`src/rtl/uart_rx_ovs.sv`:
```
// UART receiver with 16x oversampling, selectable baud and a one-entry valid/ready output.
// Define UART_RX_PARITY_EN to expect and check an even parity bit between data and stop.
module uart_rx_ovs #(
  parameter int unsigned DATA_W = 8,
  parameter int unsigned OVS    = 16,
  parameter int unsigned DIV_0  = 651,
  parameter int unsigned DIV_1  = 326,
  parameter int unsigned DIV_2  = 163,
  parameter int unsigned DIV_3  = 54
) (
  input  logic              clk,
  input  logic              rstn,
  input  logic [1:0]        sel,
  input  logic              rx_in,
  input  logic              rx_ready,
  output logic [DATA_W-1:0] rx_data_out,
  output logic              rx_valid,
  output logic              parity_bit_error,
  output logic              stop_bit_error,
  output logic              overrun_error,
  output logic              rx_busy
);

  localparam int unsigned OW = $clog2(OVS);
  localparam int unsigned BW = $clog2(DATA_W);
  localparam logic [OW-1:0] OvsLast = OW'(OVS - 1);
  localparam logic [OW-1:0] OvsMid  = OW'(OVS / 2 - 1);
  localparam logic [BW-1:0] BitLast = BW'(DATA_W - 1);

  localparam logic [2:0] StIdle   = 3'd0;
  localparam logic [2:0] StStart  = 3'd1;
  localparam logic [2:0] StData   = 3'd2;
  localparam logic [2:0] StParity = 3'd3;
  localparam logic [2:0] StStop   = 3'd4;
  localparam logic [2:0] StBreak  = 3'd5;

  logic              rx_s1_q, rx_s2_q;
  logic [2:0]        state_q, state_d;
  logic [15:0]       tick_cnt_q, tick_cnt_d;
  logic [15:0]       div_q, div_d, div_sel;
  logic [OW-1:0]     ovs_q, ovs_d;
  logic [BW-1:0]     bit_q, bit_d;
  logic [DATA_W-1:0] shift_q, shift_d;
  logic              serr_frame_q, serr_frame_d;
  logic              commit_q, commit_d;
  logic              tick;
  logic              rx_sync;

  logic [DATA_W-1:0] data_q;
  logic              valid_q, serr_q, ovr_q;

  assign rx_sync = rx_s2_q;
  assign tick    = (state_q != StIdle) && (tick_cnt_q == div_q - 16'd1);

  always_comb begin
    div_sel = 16'(DIV_3);
    case (sel)
      2'b00:   div_sel = 16'(DIV_0);
      2'b01:   div_sel = 16'(DIV_1);
      2'b10:   div_sel = 16'(DIV_2);
      default: div_sel = 16'(DIV_3);
    endcase
  end

  // Tick divider idles at zero so every frame starts from a fresh bit phase.
  assign tick_cnt_d = ((state_q == StIdle) || tick) ? 16'd0 : tick_cnt_q + 16'd1;

`ifdef UART_RX_PARITY_EN
  logic perr_frame_q, perr_frame_d;
  logic perr_q;
`endif

  always_comb begin
    state_d      = state_q;
    ovs_d        = ovs_q;
    bit_d        = bit_q;
    shift_d      = shift_q;
    div_d        = div_q;
    serr_frame_d = serr_frame_q;
    commit_d     = 1'b0;
`ifdef UART_RX_PARITY_EN
    perr_frame_d = perr_frame_q;
`endif
    case (state_q)
      StIdle: begin
        if (!rx_sync) begin
          state_d = StStart;
          ovs_d   = '0;
          bit_d   = '0;
          div_d   = div_sel;
        end
      end
      StStart: begin
        if (tick) begin
          if (ovs_q == OvsMid) begin
            ovs_d   = '0;
            state_d = rx_sync ? StIdle : StData;
          end else begin
            ovs_d = ovs_q + 1'b1;
          end
        end
      end
      StData: begin
        if (tick) begin
          if (ovs_q == OvsLast) begin
            ovs_d   = '0;
            shift_d = {rx_sync, shift_q[DATA_W-1:1]};
            bit_d   = bit_q + 1'b1;
            if (bit_q == BitLast) begin
`ifdef UART_RX_PARITY_EN
              state_d = StParity;
`else
              state_d = StStop;
`endif
            end
          end else begin
            ovs_d = ovs_q + 1'b1;
          end
        end
      end
`ifdef UART_RX_PARITY_EN
      StParity: begin
        if (tick) begin
          if (ovs_q == OvsLast) begin
            ovs_d        = '0;
            perr_frame_d = ^{shift_q, rx_sync};
            state_d      = StStop;
          end else begin
            ovs_d = ovs_q + 1'b1;
          end
        end
      end
`endif
      StStop: begin
        if (tick) begin
          if (ovs_q == OvsLast) begin
            ovs_d        = '0;
            commit_d     = 1'b1;
            serr_frame_d = ~rx_sync;
            state_d      = rx_sync ? StIdle : StBreak;
          end else begin
            ovs_d = ovs_q + 1'b1;
          end
        end
      end
      StBreak: begin
        // A held-low line must not be mistaken for a new start bit.
        if (rx_sync) state_d = StIdle;
      end
      default: state_d = StIdle;
    endcase
  end

  always_ff @(posedge clk) begin
    if (!rstn) begin
      rx_s1_q      <= 1'b1;
      rx_s2_q      <= 1'b1;
      state_q      <= StIdle;
      tick_cnt_q   <= '0;
      div_q        <= '0;
      ovs_q        <= '0;
      bit_q        <= '0;
      shift_q      <= '0;
      serr_frame_q <= 1'b0;
      commit_q     <= 1'b0;
    end else begin
      rx_s1_q      <= rx_in;
      rx_s2_q      <= rx_s1_q;
      state_q      <= state_d;
      tick_cnt_q   <= tick_cnt_d;
      div_q        <= div_d;
      ovs_q        <= ovs_d;
      bit_q        <= bit_d;
      shift_q      <= shift_d;
      serr_frame_q <= serr_frame_d;
      commit_q     <= commit_d;
    end
  end

  // Holding register: a commit wins over a same-cycle handshake, otherwise it is an overrun.
  always_ff @(posedge clk) begin
    if (!rstn) begin
      data_q  <= '0;
      valid_q <= 1'b0;
      serr_q  <= 1'b0;
      ovr_q   <= 1'b0;
    end else begin
      ovr_q <= 1'b0;
      if (commit_q) begin
        if (!valid_q || rx_ready) begin
          data_q  <= shift_q;
          serr_q  <= serr_frame_q;
          valid_q <= 1'b1;
        end else begin
          ovr_q <= 1'b1;
        end
      end else if (valid_q && rx_ready) begin
        valid_q <= 1'b0;
      end
    end
  end

`ifdef UART_RX_PARITY_EN
  always_ff @(posedge clk) begin
    if (!rstn) begin
      perr_frame_q <= 1'b0;
      perr_q       <= 1'b0;
    end else begin
      perr_frame_q <= perr_frame_d;
      if (commit_q && (!valid_q || rx_ready)) perr_q <= perr_frame_q;
    end
  end
  assign parity_bit_error = perr_q;
`else
  assign parity_bit_error = 1'b0;
`endif

  assign rx_data_out    = data_q;
  assign rx_valid       = valid_q;
  assign stop_bit_error = serr_q;
  assign overrun_error  = ovr_q;
  assign rx_busy        = (state_q != StIdle);

endmodule

```
`config.mk`:
```
export PLATFORM = sky130hd
export DESIGN_NAME = uart_rx_ovs
export DESIGN_NICKNAME = d
export VERILOG_FILES = /design/src/rtl/uart_rx_ovs.sv
export SDC_FILE = /design/constraint.sdc
export NUM_CORES = 1
export LEC_CHECK = 0
export ABC_AREA = 1
export CORE_MARGIN = 2
export CORE_UTILIZATION = 55
export DETAILED_ROUTE_END_ITERATION = 12
export HOLD_SLACK_MARGIN = 0.02
export PLACE_DENSITY_LB_ADDON = 0.2
export SYNTH_ARGS = -nofsm -noshare
export SYNTH_HDL_FRONTEND = slang
export SYNTH_SLANG_ARGS = --single-unit
```
`constraint.sdc`:
```
create_clock -name clk -period 5.3 [get_ports clk]
set_input_delay 0.53 -clock clk [delete_from_list [all_inputs] [get_ports clk]]
set_output_delay 0.53 -clock clk [all_outputs]
set_load 0.02 [all_outputs]
```
# Word-level counts from Yosys, hierarchy flattened

Cells that the tools add are included.
Widths: inputs -> output; s select.

Register bits: 65
Input port bits: 6
Output and inout bits: 13
Word-level logic and storage cells: 92

$add $sub $neg: 4
Equality and inequality tests: 21
Mux-type cells: 28
Bitwise logic cells: 2
Reduce and logical (&&, ||, !) cells: 23

Operators with widths:

| operator              | number |
|---|---|
| $mux 3                | 13 |
| $pmux 10 s3           | 1 |
| $mux 4                | 5 |
| $ne 2x2->1 const B    | 9 |
| $add 16x1->16 const B | 1 |
| $eq 16x16->1          | 1 |
| $sub 16x1->16 const B | 1 |
| $pmux 3 s5            | 1 |
| $pmux 4 s3            | 1 |
| $eq 3x3->1 const B    | 3 |
| $reduce_and 3->1      | 3 |
| $reduce_and 9->1      | 1 |
| $reduce_and 2->1      | 4 |
| $reduce_and 4->1      | 2 |
| $pmux 3 s2            | 1 |
| $reduce_bool 3->1     | 2 |
| $mux 1                | 5 |
| $add 4x1->4 const B   | 1 |
| $eq 4x3->1 const B    | 1 |
| $eq 4x4->1 const B    | 1 |
| $ne 2x1->1 const B    | 2 |
| $reduce_bool 2->1     | 2 |
| $reduce_or 2->1       | 2 |
| $add 3x1->3 const B   | 1 |
| 11 further kinds      | 14 |

# Logic depth before layout (Yosys ltp)

Word-level depth: 5
Depth in mapped cells: 18
Depth with buffers taken out: 18

# Worst setup path before layout

Ideal clock, no wire load.

Kind: register -> register
Start: register div_q[7]
End: register state_q[2]
Library setup time: 0.113 ns
Data arrival time: 1.961 ns
Data required time: 5.187 ns
Path slack: 3.226 ns
Stages on the path, launching flop included: 19
Path buffers: 0
Clock period less this slack: 2.074 ns
Cells stage by stage: dfxtp_1 > inv_2 > ha_1 > nand2_1 > inv_1 > nor2_1 > nand2_1 > nor2_1 > nand2_1 > nor2_1 > nand2_1 > nor2_4 > nand2_4 > nand2_1 > nand2_1 > nor2_4 > nand2_1 > nand2_1 > nor2_1

Word-level cells in the longest chain between the ends: 5
Elaborated cells between the ends (all ways): 7
Classes of those cells: add/sub: 1; eq/ne: 4; reduce/logical: 2

RTL lines:

| item                                | RTL line | source |
|---|---|---|
| from (decl)                         | 40       | `logic [15:0] div_q, div_d, div_sel;` |
| from (signal assigned)              | 171      | `div_q <= div_d;` |
| $sub 16x1->16 *                     | 53       | `assign tick = (state_q != StIdle) && (tick_cnt_q == div_q - 16'd1);` |
| $eq 16x16->1 *                      | 53       |  |
| $logic_and 1x1->1 *                 | 53       |  |
| $ne 2x2->1 (no source line)         | n/a      |  |
| $reduce_and 9->1 (no source line) * | n/a      |  |
| to (signal assigned)                | 158      | `state_q <= StIdle;` |
| to (signal assigned)                | 169      | `state_q <= state_d;` |
| to (decl)                           | 38       | `logic [2:0] state_q, state_d;` |

Every way passes the cells marked *; elsewhere a longest branch is shown, timed or not.
A chain may end at the register's enable or synchronous reset.

# Worst setup path in the final report

Start: register div_q[7]
End: register state_q[1]

Same word-level chain as after synthesis.

==> results.py <==
metrics = {
    "run_status": {
        "outcome": "completed",
    },
    "placement": {
        "io_buffers": 17,
        "dp_hpwl_um": 4190,
        "post_dp_cell_area_um2": 3100,
        "place.gp.congestion": 0.825,
        "dp_cells": 492,
    },
    "cts": {
        "clk_pin_slew_ps": 110,
        "hold_buffers": 0,
        "cts_resized": 0,
        "cts_buffers": 5,
        "cts_setup_buffers": 0,
        "clock-sinks": 56,
        "cts_tree": "done",
        "clkLatencyLatePin_ps": 320,
        "cts_max_level": 2,
        "root_buffer": "clkbuf_8",
        "clock_path_buffers": 2,
    },
    "synth": {
        "ys_warn_count": 0,
        "synth-edff-count": 0,
        "synth_cell_types": 36,
        "syn_area_per_cell_um2": 7.00,
        "synth-seq-area-share": 0.388,
        "syn_area_um2": 2890,
        "ys.flop_type": "dfxtp_1",
        "synthMostInstantiatedCell": "nand2_1",
        "synth_top_cell_by_area": "dfxtp_1",
        "synth_top_area_frac": 0.388,
        "async_flop_share": 0,
        "ys_seq_elements": 56,
        "synthTopCellsByArea": "dfxtp_1, nand2_1, nor2_1",
        "syn_inst": 413,
        "syn-num-nets": 424,
        "synthTopCellsByCount": "nand2_1, nor2_1, dfxtp_1",
    },
    "global_routing": {
        "grt_pass1_wl_um": 10200,
        "grt_max_degree": 23,
        "grt-ovfl-total": 0,
        "grt_pass1_vias": 2377,
        "grt_antenna_before_repair": 0,
        "grt.total_usage": 0.211,
    },
    "drt": {
        "vias": 2546,
        "via_per_inst": 5.09,
        "dr.pass1.iters": 4,
        "totalWireLength_um": 5680,
        "drtAntennaViolNets": 0,
        "drc": 0,
        "post_drt_wl_per_cell_um": 11.4,
        "detail_route.iter0.violations": 116,
    },
    "worst_hold_path": {
        "worstHoldStart": "rx_s1_q",
        "hp-class": "reg -> reg",
        "min_delay_worst_endpoint": "rx_s2_q",
        "whs_path_depth": 1,
    },
    "sta": {
        "relSlewSlack": 0.407,
        "fin_crit_sh": 0.463,
        "clock_skew_ps": 4.57,
        "timing.fmax_mhz": 407,
        "finalCriticalPeriod_ps": 2460,
        "drv_slew": 0,
        "tightest_slew_ps": 887,
        "fin_setup_tns_ps": 0,
        "rsz0062_at_grt": "false",
        "setup_viol": 0,
        "hold_violations": 0,
    },
    "worst_setup_path": {
        "cp.arrival_ps": 2680,
        "crit_path_end_kind": "flop",
        "path_class": "reg -> reg",
        "r2r-end": "state_q[1]",
        "critPathLaunch": "div_q[7]",
        "cp-start-kind": "flop",
        "worst-path-max-fanout": 7,
        "cp_data_required_time_ps": 5520,
        "rrSetupSlack_ps": 2840,
        "r2r_cells": 18,
        "timing.rr.start": "div_q[7]",
    },
    "floorplanning": {
        "start_util": 0.569,
        "rows": 26,
        "die_h_um": 76.5,
        "dieWidth_um": 76.5,
        "die-area_um2": 5850,
        "ioPinCount": 19,
        "core_region_area_um2": 5070,
    },
    "power_and_ir_drop": {
        "power_density_nw_per_um2": 396,
        "p_comb_frac": 0.413,
        "switching_share": 0.420,
        "p_switching_mw": 0.531,
        "total_power_mw": 1.26,
        "p_int_mw": 0.734,
        "peakVddDrop_v": 0.000392,
        "seqPwrFrac": 0.390,
        "p_leak_nw": 1.32,
        "clkPwrFrac": 0.197,
    },
    "run": {
        "maxCapViolations": 0,
    },
    "finish": {
        "num_antenna_cells": 0,
        "layoutNonFillerInstCount": 500,
        "final_cell_area_um2": 3200,
        "synthToLayoutAreaGrowth_pct": 10.6,
        "finalNetCount": 440,
        "drive_gt1_frac": 0.0953,
    },
}
final cells by class:
cell class              instances  area (um2)
flip-flops and latches         56        1120
clock inverters                 3        25.0
clock buffers                   5        68.8
inverters                      62         233
fillers                       483        1880
repair buffers                 17         170
well taps                      70        87.6
multi-input cells             287        1490
sequential cells by signal (all words and copies together) (netlist names), 3 cells and up:
register and flops:
bit_q 3, div_q 7, shift_q 8, state_q 3, rx_data_out 8, ovs_q 4
tick_cnt_q 16
per-stage QoR:
stage                     setup WS (ps)  hold WS, ps   util
final                              2840          426  0.630
after global routing               2560          470  0.630
after CTS                          2850          429  0.630
after detailed placement           2510          403  0.611
after global placement             2550          401  0.611
after floorplan                    3230          393      -
power by group through the flow:
stage	clock network [mW]	registers [mW]	logic [mW]
after floorplan	0	0.494	0.429
after global placement	0	0.501	0.505
after detailed placement	0	0.502	0.517
after CTS	0.254	0.492	0.521
after global routing	0.271	0.499	0.606
final	0.249	0.493	0.522
logic make-up (layout without fill, tap and decap cells):
| kind of cell | after synthesis | count (layout) | synth area share |
|---|---|---|---|
| other cells | 1 | 1 | 0.00130 |
| simple gates | 210 | 210 | 0.339 |
| compound gates | 66 | 66 | 0.139 |
| xor+xnor | 5 | 5 | 0.0152 |
| flops | 56 | 56 | 0.388 |
| fa+ha+maj | 5 | 5 | 0.0217 |
| buf+inv | 70 | 87 | 0.0961 |
layout by cell type, fill, tap and decap left out:
cell type,count
nand2_1,83
nor2_1,64
dfxtp_1,56
inv_1,55
a21oi_1,28
nand3_1,22
clkdlybuf4s50_1,17
o21ai_0,16
nor3_1,9
o21ai_1,7
a211oi_1,7
inv_2,6
nand4_1,5
nor2_4,5
nand2_2,5
ha_1,5
clkbuf_8,5
nor3b_1,4
xor2_1,3
nor2_2,3
nand3_2,3
a21oi_4,3
or2_2,3
xnor2_1,2
a31oi_1,2
a211oi_2,2
inv_6,2
o31ai_1,1
nand2_4,1
nor3_4,1
or2_0,1
clkinv_1,1
nand4_4,1
conb_1,1
clkinvlp_4,1
how the worst max path moves through the flow:
stage / to / slack [ps] / depth (start not counted)
floorplan: state_q[2] / 3230 / 18
finish: state_q[1] / 2840 / 18
global placement: rx_s1_q / 2550 / 3
global route: state_q[2] / 2560 / 18
CTS: rx_s2_q / 2850 / 3
detailed placement: rx_s2_q / 2510 / 3
critical path, cell delays in order, from the launching register on:
cell and delay, ps:
dfxtp_1 550, inv_2 110, ha_1 320, nand2_1 70, inv_1 30, nor2_1 80, nand2_1 70, nor2_1 80
nand2_1 50, nor2_1 100, nand2_1 90, nor2_4 160, nand2_4 130, nand2_1 100, nand2_1 80, nor2_4 140
nand2_1 60, nand2_1 50, nor2_1 50
routing by layer:
layer	share of wire	vias to the layer above	track usage
met2	0.50	48	0.386
met5	0	-	0
li1	-	1347	-
met1	0.45	1144	0.245
met3	0.040	7	0.0450
met4	0.012	0	0.0655
(Power assumes the default switching activity.)
